File: config.mk
export PLATFORM = sky130hd
export DESIGN_NAME = intr_handshake_ctrl
export DESIGN_NICKNAME = d
export VERILOG_FILES = /design/src/rtl/intr_handshake_ctrl.sv
export SDC_FILE = /design/constraint.sdc
export NUM_CORES = 1
export LEC_CHECK = 0
export ABC_AREA = 1
export BUFFER_PORTS_ARGS = -buffer_cell sky130_fd_sc_hd__buf_2
export CAP_MARGIN = 20
export CORE_AREA = 5 5 45 47
export CTS_CLUSTER_SIZE = 28
export DETAILED_ROUTE_END_ITERATION = 12
export DIE_AREA = 0 0 50 52
export PLACE_DENSITY = 0.68
export SYNTH_ARGS = -nofsm -noshare
export SYNTH_HDL_FRONTEND = slang
export SYNTH_SLANG_ARGS = --single-unit
File: constraint.sdc
create_clock -name clock -period 1.3 [get_ports clock]
set_clock_uncertainty 0.1 [all_clocks]
set_input_delay 0.39 -clock clock [delete_from_list [all_inputs] [get_ports clock]]
set_output_delay 0.39 -clock clock [all_outputs]
set_load 0.03 [all_outputs]
File: src/rtl/intr_handshake_ctrl.sv
// Multi-channel interrupt handshake controller: arbitrates NCH level requests,
// runs a counter-enable phase, then an acknowledge handshake with timeout abort.
module intr_handshake_ctrl #(
    parameter int NCH     = 4,
    parameter int CNTW    = 4,
    parameter int TIMEOUT = 12,
    parameter bit RR_EN   = 1'b0
) (
    input  logic                                       clock,
    input  logic                                       RESET_G,
    input  logic [NCH-1:0]                             REQ,
    input  logic                                       CONT_EQL,
    output logic [((NCH > 1) ? $clog2(NCH) : 1)-1:0]   GNT_SEL,
    output logic [NCH-1:0]                             USCITE,
    output logic                                       GNT_VLD,
    output logic                                       ENABLE_COUNT,
    output logic                                       ACKOUT,
    output logic                                       TO_ERR,
    output logic                                       BUSY
);

    localparam int              SELW     = (NCH > 1) ? $clog2(NCH) : 1;
    localparam logic [CNTW-1:0] TO_LAST  = CNTW'(TIMEOUT - 1);
    localparam logic [SELW-1:0] LAST_RST = SELW'(NCH - 1);

    typedef enum logic [2:0] {
        S_IDLE = 3'd0,
        S_ARB  = 3'd1,
        S_ENIN = 3'd2,
        S_ACK  = 3'd3,
        S_DONE = 3'd4
    } state_t;

    state_t          state, state_nxt;
    logic [SELW-1:0] gnt_idx, gnt_nxt;
    logic [SELW-1:0] last_idx, last_nxt;
    logic [SELW-1:0] win_idx;
    logic [SELW-1:0] scan_idx;
    logic [CNTW-1:0] to_cnt, to_cnt_nxt;
    logic            err_flag, err_nxt;
    logic            req_gnt;

    assign req_gnt = REQ[gnt_idx];

    // Winner search: scanning from the farthest candidate to the nearest lets
    // the highest-priority set request overwrite all others.
    always_comb begin
        win_idx  = '0;
        scan_idx = '0;
        if (RR_EN) begin
            for (int off = NCH; off >= 1; off--) begin
                scan_idx = SELW'((int'(last_idx) + off) % NCH);
                if (REQ[scan_idx]) win_idx = scan_idx;
            end
        end else begin
            for (int i = NCH - 1; i >= 0; i--) begin
                if (REQ[i]) win_idx = SELW'(i);
            end
        end
    end

    always_comb begin
        state_nxt  = state;
        gnt_nxt    = gnt_idx;
        last_nxt   = last_idx;
        to_cnt_nxt = to_cnt;
        err_nxt    = err_flag;
        case (state)
            S_IDLE: begin
                if (|REQ) state_nxt = S_ARB;
            end
            S_ARB: begin
                if (REQ == '0) begin
                    state_nxt = S_IDLE;
                end else begin
                    gnt_nxt   = win_idx;
                    state_nxt = S_ENIN;
                end
            end
            S_ENIN: begin
                if (!req_gnt) begin
                    state_nxt = S_IDLE;
                    gnt_nxt   = '0;
                end else if (CONT_EQL) begin
                    state_nxt  = S_ACK;
                    to_cnt_nxt = '0;
                end
            end
            S_ACK: begin
                to_cnt_nxt = to_cnt + 1'b1;
                // A request drop wins over a coincident timeout.
                if (!req_gnt) begin
                    state_nxt = S_DONE;
                    err_nxt   = 1'b0;
                end else if (to_cnt == TO_LAST) begin
                    state_nxt = S_DONE;
                    err_nxt   = 1'b1;
                end
            end
            S_DONE: begin
                last_nxt  = gnt_idx;
                gnt_nxt   = '0;
                err_nxt   = 1'b0;
                state_nxt = S_IDLE;
            end
            default: begin
                state_nxt = S_IDLE;
                gnt_nxt   = '0;
                err_nxt   = 1'b0;
            end
        endcase
    end

    always_ff @(posedge clock) begin
        if (RESET_G) begin
            state    <= S_IDLE;
            gnt_idx  <= '0;
            last_idx <= LAST_RST;
            to_cnt   <= '0;
            err_flag <= 1'b0;
        end else begin
            state    <= state_nxt;
            gnt_idx  <= gnt_nxt;
            last_idx <= last_nxt;
            to_cnt   <= to_cnt_nxt;
            err_flag <= err_nxt;
        end
    end

    // Outputs decode only registered state, so no input reaches an output combinationally.
    assign BUSY         = (state != S_IDLE);
    assign GNT_VLD      = (state == S_ENIN) || (state == S_ACK);
    assign ENABLE_COUNT = (state == S_ENIN);
    assign ACKOUT       = (state == S_ACK);
    assign TO_ERR       = (state == S_DONE) && err_flag;
    assign GNT_SEL      = GNT_VLD ? gnt_idx : '0;
    assign USCITE       = GNT_VLD ? (NCH'(1) << gnt_idx) : '0;

endmodule
==> flow_results.org <==
** STA
- RSZ-0062 raised after global routing :: yes
- Based on the critical path, the design can be clocked at up to 597.7 MHz.
- Setup violations remaining at the end of the flow were counted as 21.
- For the pin with the worst max-slew slack, the measured transition is 0.2494 ns.
- Setup total negative slack on the finished layout was measured at -4.169 ns.
- Final critical delay including setup and external delays :: 1.673 ns
- The max-slew violation total from the final report came to 0.
- Final hold vios :: 0
- Of the available clock period, the critical path in the final layout requires 128.7%.
- Normalized max-slew margin :: 83.25%
- Setup slack on the critical path of the routed design comes to -0.3731 ns.

** Detailed routing
- After the first detailed-routing iteration, the DRC count stood at 6.
- Before antenna repair, the detailed router went through 4 iterations.
- After detailed routing, the wire length on met1 is 854 um.
- The final layout contains routed wiring with a total length of 1983 um.
- Total number of vias :: 799
- Met2 routed wirelength :: 1009 um
- Summed over all nets, wire length on met3 after detailed routing comes to 104 um.
- Antenna Nets Post-Route :: 0
- Dividing the detail-routed via count by the number of cells gives 4.963.
- Top layer used by detailed routing :: met4
- Average routed wire per standard cell :: 12.32 um
- Post-route DRC :: 0

** Synth
- By count the netlist is led by nand2_1, inv_1, dfxtp_1.
- Yosys warnings :: 0
- For this run, the leading register cell type out of synthesis is dfxtp_1.
- Fraction of synthesis flops using an asynchronous set or reset pin :: 0%
- Syn nets :: 111
- Area contributors post-synth :: dfxtp_1, nand2_1, inv_1
- Area share of the largest cell type after synthesis :: 30.36%
- In this run the cell area of the synthesized design comes to 659.4 um^2.
- The number of different library cells used by synthesis comes to 23.
- Average cell area after synthesis :: 6.402 um^2
- After synthesis, flip-flops and latches occupy 30.36% of the total area.
- Cells after Synth :: 103
- Number of enable-type register cells in the synthesized netlist :: 0
- Synthesis-stage register bit count :: 10
- Yosys instantiated no cell more often than nand2_1.
- The largest total area in the synthesized netlist belongs to dfxtp_1.

** Global route
- Summed over all layers, the global routing overflow is 0.
- Across every metal layer, demand over resource in global routing totals 15.21%.
- Antenna violations before repair :: 0
- Entering global routing, the biggest net connects 10 pins.
- The first global-routing pass estimated 3208 um of wire.
- Vias in the first global route :: 797

** Run status
- Result of the run :: complete, but fails checks
- The checks that failed: setup timing.

** Clocking
- The number of hold buffers added after CTS was 0.
- TritonCTS built the clock tree.
- Clock network latency to the later pin of the worst-skew pair :: 0.26 ns
- Register clock-pin slew on the reported worst setup and hold paths :: 0.07 ns
- Root Driver :: clkbuf_4
- The longest clock path from root to sink contains 2 buffers.
- In this run the number of H-tree levels came out at 1.
- CTS saw 10 sinks.
- TritonCTS buffer count :: 3

** Setup path
- The critical path in this run is classified as reg -> out.
- Type of origin of the critical path :: flop
- CP startpoint :: state[2]
- In this run the critical register-to-register path is launched from state[1].
- In this design, the largest share of critical-path delay is due to buffers and inverters.
- Together, buffers and inverters on the worst path number 3.
- Traced cell by cell, the critical path runs through inv_4 > buf_4 > nor4_4 > buf_6.
- In this run the worst path has a maximum fanout of 4.
- Required time of the critical path :: 0.81 ns
- Nature of the critical path endpoint :: output pin
- Worst EP arrival :: 1.18 ns
- For this design, the slowest cell found on the critical path is dfxtp_2.
- In this design, the stage delay of the slowest critical-path cell is 0.36 ns.

** Finish
- Filler cell count in the final layout :: 113
- Antenna cell count :: 0
- Final Instance Area :: 1199 um^2
- The area growth from synthesis to layout is 81.78%.
- The post-route netlist has 56.25% of its cells at a drive strength greater than 1.
- In the final design database the tool counted 153 nets.

** Placement
- Post-place instance area :: 988.4 um^2
- In this run the tool buffered the top-level ports with 17 buffer cells.
- The wire-length estimate of the detail-placed layout is 1350 um.
- Routability congestion estimate :: 0.7659

** Die
- The die covers 2600 um^2.
- In this run the count of I/O pins placed on the die edge is 18.
- Total core area :: 1614 um^2
- The initial utilization of the core area, before any placement, comes to 40.85%.
- Placement Rows :: 15
- From bottom edge to top edge, the die measures 52 um.
- Die X :: 50 um

** Power
- Power spread over the standard cell area amounts to 1392 nW/um^2.
- P_leak :: 0.5715 nW
- VDD sags by at most 0.8197 mV.

** Job
- The tool flagged a number of max-cap violations equal to 0.

** Worst hold path
- In this run the worst hold path is classified as in -> reg.
- Hold path start :: RESET_G
==> where the power goes <==
| part | total, mW | internal, mW | switching (mW) |
|---|---|---|---|
| clock | 0.277 | 0.170 | 0.107 |
| combinational | 0.962 | 0.430 | 0.532 |
| sequential | 0.429 | 0.354 | 0.0752 |
==> layout by cell type, fill, tap and decap left out, types with 2 or more instances in the layout <==
master    synthesis  routed
nand2_1          25      21
buf_4             0      18
buf_6             0      14
inv_1            16      12
inv_4             0       7
a21oi_1           7       7
nand3_1           6       6
buf_2             0       6
dfxtp_1          10       5
nor2_4            1       4
nor3_4            0       4
nand2_2           4       4
nand2_4           0       3
o21ai_0           3       3
nor2_2            2       3
clkbuf_4          0       3
dfxtp_4           0       3
nand3_2           3       2
nor3_2            2       2
nor2_1            6       2
dfxtp_2           0       2
==> registers in the layout, summed over array words and instances, names as in the netlist <==
name / cells
err_flag: 1
gnt_idx: 2
state: 3
to_cnt: 4
==> cell type report <==
class | count | area (um^2) | area share, %
inverters | 20 | 92.59 | 7.724
well taps | 17 | 21.27 | 1.775
repair buffers | 38 | 322.8 | 26.93
multi-input cells | 72 | 511.7 | 42.69
clock buffers | 4 | 36.28 | 3.027
flip-flops and latches | 10 | 214.0 | 17.85
==> per-stage QoR <==
step                      util, %  total power [mW]  worst slack [ns]  hold WS [ns]  cells
after floorplan                 -            0.9012          -0.06252        0.3396    103
after global placement      61.24             1.127          -0.08184        0.3520    152
after detailed placement    61.24             1.133           -0.1136        0.3599    152
after CTS                   71.86             1.597           -0.3154        0.3103    160
after global routing        74.26             1.773           -0.4187        0.3209    161
final                       74.26             1.668           -0.3731        0.3139    161
==> timing repair <==
item | 4_1_cts | 5_1_grt
pin swaps | 8 | 4
setup endpoints to repair | 20 | 21
setup buffers | 4 | 1
resized for setup | 34 | 10
endpoints found under the hold margin | 0 | 0
==> worst reg2reg max path: stages, from the launching register on <==
cell and delay, ns:
dfxtp_4 0.39, buf_4 0.15, inv_4 0.07, nor2_4 0.05, buf_6 0.12, nand2_4 0.08, nor2_4 0.04, nor2_2 0.11
nand2_2 0.08, o21ai_1 0.13, inv_1 0.05
==> metal layers <==
metal	track usage (%)	vias to the layer above
li1	-	412
met2	28.66	20
met1	17.13	365
met5	0	-
met4	5.240	0
met3	2.006	2
==> final timing paths <==
check | slack (ns) | depth (start not counted) | end
setup / recovery | -0.37 | 4 | TO_ERR
hold / removal | 0.31 | 2 | gnt_idx[0]
setup reg to reg | -0.17 | 10 | state[0]
hold reg to reg | 0.38 | 2 | to_cnt[3]
==> kinds of logic after synthesis <==
| family | share of synthesized area, % |
|---|---|
| buffers and inverters | 11.95 |
| adders and majority gates | 1.897 |
| AOI/OAI and AO/OA | 10.81 |
| DFF | 30.36 |
| and+or+nand+nor | 44.97 |
Power figures use the tool's default switching activity.
